==> src/rtl/bcd_to_bin.sv <==
// Sequential signed-BCD to 8-bit two's-complement converter.
// Reverse double-dabble: 12 shift/adjust iterations recover the binary magnitude.
module bcd_to_bin #(
    parameter int unsigned READY_HOLD = 16
) (
    input  logic       clk,
    input  logic       rst,
    input  logic       start,
    input  logic       sign,
    input  logic [3:0] hundreds,
    input  logic [3:0] tens,
    input  logic [3:0] ones,
    output logic [7:0] binary,
    output logic       busy,
    output logic       data_ready,
    output logic       err
);

    localparam int unsigned HoldW = (READY_HOLD > 1) ? $clog2(READY_HOLD) : 1;

    typedef enum logic [1:0] {StIdle, StShift, StFinish, StDone} state_e;

    state_e           state_q;
    logic [11:0]      bcd_sr_q;
    logic [11:0]      mag_sr_q;
    logic             sign_q;
    logic             digit_bad_q;
    logic [3:0]       iter_q;
    logic [HoldW-1:0] hold_q;

    logic [23:0] shifted;
    logic [11:0] bcd_adj;
    logic        accept;
    logic        res_err;
    logic [7:0]  res_bin;

    function automatic logic [3:0] adj_nibble(input logic [3:0] n);
        return (n >= 4'd8) ? n - 4'd3 : n;
    endfunction

    always_comb begin
        shifted         = {bcd_sr_q, mag_sr_q} >> 1;
        bcd_adj[3:0]    = adj_nibble(shifted[15:12]);
        bcd_adj[7:4]    = adj_nibble(shifted[19:16]);
        bcd_adj[11:8]   = adj_nibble(shifted[23:20]);
    end

    // -128 is representable, +128 is not.
    always_comb begin
        res_err = digit_bad_q | (!sign_q && (mag_sr_q > 12'd127))
                              | (sign_q && (mag_sr_q > 12'd128));
        if (res_err) begin
            res_bin = 8'h00;
        end else if (sign_q) begin
            res_bin = 8'h00 - mag_sr_q[7:0];
        end else begin
            res_bin = mag_sr_q[7:0];
        end
    end

    assign accept = start && ((state_q == StIdle) || (state_q == StDone));

    always_ff @(posedge clk or negedge rst) begin
        if (!rst) begin
            state_q     <= StIdle;
            bcd_sr_q    <= '0;
            mag_sr_q    <= '0;
            sign_q      <= 1'b0;
            digit_bad_q <= 1'b0;
            iter_q      <= '0;
            hold_q      <= '0;
            binary      <= 8'h00;
            busy        <= 1'b0;
            data_ready  <= 1'b0;
            err         <= 1'b0;
        end else if (accept) begin
            bcd_sr_q    <= {hundreds, tens, ones};
            sign_q      <= sign;
            mag_sr_q    <= '0;
            iter_q      <= '0;
            digit_bad_q <= (hundreds > 4'd9) || (tens > 4'd9) || (ones > 4'd9);
            busy        <= 1'b1;
            data_ready  <= 1'b0;
            state_q     <= StShift;
        end else begin
            case (state_q)
                StShift: begin
                    bcd_sr_q <= bcd_adj;
                    mag_sr_q <= shifted[11:0];
                    iter_q   <= iter_q + 4'd1;
                    if (iter_q == 4'd11) begin
                        state_q <= StFinish;
                    end
                end
                StFinish: begin
                    binary     <= res_bin;
                    err        <= res_err;
                    busy       <= 1'b0;
                    data_ready <= 1'b1;
                    hold_q     <= '0;
                    state_q    <= StDone;
                end
                StDone: begin
                    if (hold_q == HoldW'(READY_HOLD - 1)) begin
                        data_ready <= 1'b0;
                        state_q    <= StIdle;
                    end else begin
                        hold_q <= hold_q + 1'b1;
                    end
                end
                default: begin
                    state_q <= StIdle;
                end
            endcase
        end
    end

endmodule

==> config.mk <==
export PLATFORM = sky130hd
export DESIGN_NAME = bcd_to_bin
export DESIGN_NICKNAME = d
export VERILOG_FILES = /design/src/rtl/bcd_to_bin.sv
export SDC_FILE = /design/constraint.sdc
export NUM_CORES = 1
export LEC_CHECK = 0
export CAP_MARGIN = 0
export CORE_AREA = 2 2 67 69
export DETAILED_ROUTE_END_ITERATION = 16
export DIE_AREA = 0 0 69 71
export HOLD_SLACK_MARGIN = 0.03
export PLACE_DENSITY = 0.9
export SYNTH_ARGS = -nofsm -noshare
export SYNTH_HDL_FRONTEND = slang
export SYNTH_SLANG_ARGS = --single-unit
==> constraint.sdc <==
create_clock -name clk -period 3.29 [get_ports clk]
set_clock_uncertainty 0.1 [all_clocks]
set_input_delay 0.8225 -clock clk [delete_from_list [all_inputs] [get_ports clk]]
set_output_delay 0.8225 -clock clk [all_outputs]
set_load 0.05 [all_outputs]
==> results.sh, run 1 <==
export IMPL_status="complete, no violations"
export IMPL_netlist_top_cells_area="dfrtp_1 (49%), mux2i_1 (8.0%), ha_1 (5.2%)"
export IMPL_synth_edf_count=0
export IMPL_rsz0062_at_grt="no"
export IMPL_avgViaCountPerCell=5.44
export IMPL_ir_drop_uv=455
export IMPL_power_density_mw_per_mm2=796
export IMPL_drc=0
export IMPL_start_util=0.568
export IMPL_dp_hpwl_um=2890
export IMPL_gp_congestion=0.782
export IMPL_grt_pass1_vias=1720
export IMPL_wl_um=4090
export IMPL_max_stage_delay_ns=0.81
export IMPL_ant_nets=0
export IMPL_critPathMaxFanout=3
export IMPL_ys_seq_area_frac=0.492
export IMPL_grt_usage=0.192
export IMPL_cp_start_kind="register"
export IMPL_yosysWarnings=0
export IMPL_hold_violations=0
export IMPL_cp_arrival_ns=1.49
export IMPL_diodes=0
export IMPL_hold_path_class="reg -> reg"
export IMPL_port_buffers=26
export IMPL_synth_area_mm2=0.00239
export IMPL_p_leak_nw=1.22
export IMPL_multi_input_area_mm2=0.00110
export IMPL_ios=27
export IMPL_synth_ff_type="dfrtp_1"
export IMPL_grt_ovfl_total=0
export IMPL_path_cells="clkdlybuf4s50_1"
export IMPL_design_area_mm2=0.00279
export IMPL_cts_hold_buf=0
export IMPL_path_delay_family="buffers and inverters"
export IMPL_critPathBufInv=1
export IMPL_route_vias_total=1718
export IMPL_fin_nets=289
export IMPL_post_cts_setup_buffers=0
export IMPL_cts_buffers=5
export IMPL_endpoint_kind="output pin"
export IMPL_crit_slowest_cell="clkdlybuf4s50_1"
export IMPL_grt_max_degree=48
export IMPL_fin_setup_tns_ns=0
export IMPL_area_growth_syn_to_layout_pct=16.9
export IMPL_drive_above_1_share=0.0568
export IMPL_fillers=333
export IMPL_async_reset_ff_frac=1.00
export IMPL_seq_area_mm2=0.00118
export IMPL_avgSynthCellArea_um2=9.96
export IMPL_dr_pass1_iters=4
export IMPL_die_y_um=71
export IMPL_grt_pass1_wl_um=7530
export IMPL_syn_nets=266
export IMPL_cp_required_ns=2.37
export IMPL_syn_inst=240
export IMPL_synth_top_area_cell="dfrtp_1"
export IMPL_final_common_cell="dfrtp_1"
export IMPL_wl_per_cell_um=12.9
export IMPL_die_width_um=69
export IMPL_synth_top_area_share=0.492
export IMPL_min_period_over_period=0.733
export IMPL_mostFrequentLayoutCells="dfrtp_1 (47), nand2_1 (27), o21ai_0 (25), clkdlybuf4s50_1 (25), nor2_1 (22)"
export IMPL_core_mm2=0.00420
export IMPL_cts_resized=0
export IMPL_row_count=24
export IMPL_min_period_ns=2.41
export IMPL_max_freq_ghz=0.415
export IMPL_max_slew_margin_rel=0.336
export IMPL_dr_first_iter_drc_count=128
export IMPL_setup_viol=0
export IMPL_max_slew_worst_pin_slew_ns=0.995
export IMPL_die_area_mm2=0.00490
export IMPL_slew_viol_final=0
export IMPL_clk_pin_slew_worst_paths_ns=0.08
export IMPL_dpl_instance_area_mm2=0.00269
export IMPL_crit_type="reg -> out"
export IMPL_clock_tree_root_cell="clkbuf_8"
export IMPL_drv_cap=0
export IMPL_clock_latency_ns=0.30
export IMPL_ys_types=35
export IMPL_cts_tree="done"
export IMPL_ys_ff_latch=47
export IMPL_cts_sinks=47
export IMPL_clockBufferDepth=2
export IMPL_cts_max_level=2
export IMPL_antenna_found_initial=0
[Yosys cell counts, types with 2 or more instances]
library cell	n
dfrtp_1	47
nand2_1	27
o21ai_0	25
nor2_1	22
mux2i_1	19
inv_1	18
clkbuf_1	11
ha_1	10
xor2_1	7
o22ai_1	6
xnor2_1	6
a21oi_1	4
o31ai_1	4
a22o_1	3
a31oi_1	3
nand2b_1	3
nand3_1	3
nand3b_1	2
nor2b_1	2
o211ai_1	2
o22ai_2	2
[cell families (layout without fill, tap and decap cells)]
| family | Yosys count | count (layout) | synth area share |
|---|---|---|---|
| AO/OA/AOI/OAI | 55 | 55 | 0.151 |
| XOR/XNOR | 13 | 13 | 0.0476 |
| adder cells (fa/ha/maj) | 10 | 10 | 0.0524 |
| buffers and inverters | 30 | 54 | 0.0471 |
| flip-flops | 47 | 47 | 0.492 |
| multiplexers | 19 | 19 | 0.0796 |
| AND/OR/NAND/NOR | 66 | 66 | 0.130 |
[path summary, 6_finish.rpt]
| check | from | slack (ns) | cells after the start | end |
|---|---|---|---|---|
| worst min-delay path | digit_bad_q$_DFFE_PN0P_ | 0.38 | 1 | digit_bad_q$_DFFE_PN0P_ |
| max in group asynchronous | rst | 1.89 | 1 | sign_q$_DFFE_PN0P_ |
| min in group asynchronous | rst | 0.58 | 1 | binary[5]$_DFFE_PN0P_ |
| worst max register to register | state_q[1]$_DFFE_PN0P_ | 1.17 | 5 | mag_sr_q[10]$_DFFE_PN0P_ |
| worst min register to register | digit_bad_q$_DFFE_PN0P_ | 0.38 | 1 | digit_bad_q$_DFFE_PN0P_ |
| worst max-delay path | data_ready$_DFFE_PN0P_ | 0.88 | 1 | data_ready |
[report_power, final]
| part | total, mW | switching, mW | internal, mW | leakage, nW |
|---|---|---|---|---|
| Sequential | 0.889 | 0.148 | 0.741 | 0.613 |
| Combinational | 0.958 | 0.558 | 0.399 | 0.558 |
| Clock | 0.377 | 0.185 | 0.192 | 0.0515 |
| Total | 2.22 | 0.891 | 1.33 | 1.22 |
[registers in the layout, indices dropped and copies added (netlist names)]
signal / count
busy: 1
state_q: 2
mag_sr_q: 12
bcd_sr_q: 12
digit_bad_q: 1
binary: 8
data_ready: 1
hold_q: 4
sign_q: 1
err: 1
iter_q: 4
[metrics by stage]
step | hold slack [ns] | power (mW) | std cells | util | setup slack [ns]
after floorplan | 0.350 | 1.61 | 240 | - | 1.51
after global placement | 0.363 | 1.82 | 308 | 0.640 | 0.858
after detailed placement | 0.367 | 1.86 | 308 | 0.640 | 0.827
after CTS | 0.385 | 2.24 | 316 | 0.664 | 0.881
after global routing | 0.417 | 2.40 | 316 | 0.664 | 0.831
final | 0.383 | 2.22 | 316 | 0.664 | 0.880
[layout make-up]
type | instances | share of cell area
clock buffers | 8 | 0.0358
inverters | 18 | 0.0242
flip-flops and latches | 47 | 0.421
well taps | 52 | 0.0233
repair buffers | 28 | 0.101
multi-input cells | 163 | 0.394
[layer usage]
layer	vias up	GRT usage	share of wire	routed length, um
li1	870	-	-	-
met1	804	0.232	0.46	1860
met2	38	0.334	0.49	2010
met3	6	0.0427	0.036	148
met4	0	0.0806	0.017	70
met5	-	0	0	0
(Power assumes the default switching activity.)
==> inputs of run 2 (changes only) <==
CORE_AREA = 2 2 69 71   (was 2 2 67 69)
DIE_AREA = 0 0 71 73   (was 0 0 69 71)
PLACE_DENSITY = 0.86   (was 0.9)
clock period = 2.4 ns   (was 3.29 ns; I/O delays follow)
==> run 2 against run 1 <==
  * Worst setup slack lost 0.67 ns
  * Via count grew 2.7%
  * Final area grew 1.7%
  * Combinational power grew 39%
  * Largest power group unchanged
==> results.sh, run 2 (same netlist as run 1, synthesis figures left out) <==
export IMPL_status="complete, no violations"
export IMPL_crit_slowest_cell="clkdlybuf4s50_1"
export IMPL_max_stage_delay_ns=0.81
export IMPL_min_period_over_period=0.912
export IMPL_wl_um=4340
export IMPL_cts_max_level=2
export IMPL_path_delay_family="buffers and inverters"
export IMPL_slew_viol_final=0
export IMPL_hold_ws_ns=0.178
export IMPL_hold_path_class="in -> async"
export IMPL_setup_viol=0
export IMPL_hold_violations=0
export IMPL_largestRegisters="bcd_sr_q x12, mag_sr_q x12, binary x8"
export IMPL_endpoint_kind="output pin"
export IMPL_die_area_mm2=0.00518
export IMPL_critPathMaxFanout=3
export IMPL_gp_congestion=0.817
export IMPL_route_vias_total=1765
export IMPL_ios=27
export IMPL_die_y_um=73
export IMPL_dr_first_iter_drc_count=107
export IMPL_area_growth_syn_to_layout_pct=18.8
export IMPL_fin_nets=291
export IMPL_max_freq_ghz=0.457
export IMPL_critPathBufInv=1
export IMPL_avgViaCountPerCell=5.52
export IMPL_cts_sinks=47
export IMPL_min_period_ns=2.19
export IMPL_post_cts_setup_buffers=0
export IMPL_cp_required_ns=1.70
export IMPL_fillers=380
export IMPL_wl_per_cell_um=13.6
export IMPL_mostFrequentLayoutCells="dfrtp_1 (47), nand2_1 (27), o21ai_0 (25), clkdlybuf4s50_1 (25), nor2_1 (22)"
export IMPL_fin_setup_tns_ns=0
export IMPL_path_cells="clkdlybuf4s50_1"
export IMPL_ir_drop_uv=551
export IMPL_crit_type="reg -> out"
export IMPL_grt_usage=0.192
export IMPL_cts_tree="done"
export IMPL_clock_tree_root_cell="clkbuf_8"
export IMPL_cp_arrival_ns=1.49
export IMPL_drive_above_1_share=0.0677
export IMPL_rr_startpoint="mag_sr_q[4]$_DFFE_PN0P_"
export IMPL_ant_nets=0
export IMPL_max_slew_worst_pin_slew_ns=0.568
export IMPL_clk_pin_slew_worst_paths_ns=0.09
export IMPL_p_leak_nw=1.25
export IMPL_clockBufferDepth=2
export IMPL_dr_pass1_iters=5
export IMPL_final_common_cell="dfrtp_1"
export IMPL_grt_max_degree=45
export IMPL_antenna_found_initial=0
export IMPL_cts_resized=0
export IMPL_die_width_um=71
export IMPL_start_util=0.527
export IMPL_reg2reg_slack_ns=0.49
export IMPL_cp_start_kind="register"
export IMPL_dp_hpwl_um=2980
export IMPL_diodes=0
export IMPL_cts_hold_buf=0
export IMPL_grt_pass1_wl_um=7860
export IMPL_grt_pass1_vias=1715
export IMPL_core_mm2=0.00454
export IMPL_port_buffers=26
export IMPL_grt_ovfl_total=0
export IMPL_power_density_mw_per_mm2=1110
export IMPL_clock_latency_ns=0.30
export IMPL_drv_cap=0
export IMPL_row_count=25
export IMPL_timing_rr_end="err$_DFFE_PN0P_"
export IMPL_r2r_cells=4
export IMPL_rsz0062_at_grt="no"
export IMPL_drc=0
export IMPL_cts_buffers=5
export IMPL_max_slew_margin_rel=0.622
-- run 2: cell types whose count changed in the layout (fill, tap and decap cells not counted), sizes merged --
cell / previous run / this run
bufinv: 0 / 1
clkbuf: 8 / 6
buf: 3 / 5
clkinv: 0 / 1
-- run 2: worst reg2reg max path, cell delays in order, from the launching register on --
cell and delay, ns:
dfrtp_1 0.46, or4_4 0.58, o31ai_4 0.27, nand4b_4 0.21, o21a_1 0.18
-- run 2: per-layer routing --
layer  GRT usage  share of wire  vias to the layer above
met5           0              0                        -
met4      0.0734          0.016                        0
met3      0.0456          0.035                        7
met2       0.323           0.50                       32
met1       0.243           0.45                      858
li1            -              -                      868
-- run 2: power breakdown --
group	switching [mW]	internal (mW)
Combinational	0.774	0.558
Clock	0.263	0.337
Sequential	0.205	1.02
-- run 2: how the worst max path moves through the flow --
stage                                  from                     end  slack [ns]  depth (start not counted)
floorplan           mag_sr_q[4]$_DFFE_PN0P_         err$_DFFE_PN0P_        0.63                          4
global placement                      start  state_q[0]$_DFFE_PN0P_        0.38                          5
detailed placement                    start  state_q[0]$_DFFE_PN0P_        0.29                          5
CTS                  data_ready$_DFFE_PN0P_              data_ready        0.20                          1
global route               busy$_DFFE_PN0P_                    busy        0.17                          1
finish               data_ready$_DFFE_PN0P_              data_ready        0.21                          1
-- run 2: area by class of cell --
| cell class | count | area (um2) | share of cell area |
|---|---|---|---|
| Clock buffer | 6 | 82.6 | 0.0291 |
| Clock inverter | 2 | 35.0 | 0.0123 |
| Inverter | 18 | 67.6 | 0.0238 |
| Multi-Input combinational cell | 163 | 1100 | 0.388 |
| Sequential cell | 47 | 1180 | 0.414 |
| Tap cell | 54 | 67.6 | 0.0238 |
| Timing Repair Buffer | 30 | 310 | 0.109 |
-- run 2: metrics by stage --
stage | instances | setup WS (ns) | cell area [um2] | util | power (mW)
after floorplan | 240 | 0.634 | 2390 | - | 2.21
after global placement | 312 | 0.378 | 2720 | 0.600 | 2.51
after detailed placement | 312 | 0.294 | 2720 | 0.600 | 2.57
after CTS | 320 | 0.196 | 2840 | 0.626 | 3.18
after global routing | 320 | 0.171 | 2840 | 0.626 | 3.41
final | 320 | 0.210 | 2840 | 0.626 | 3.15
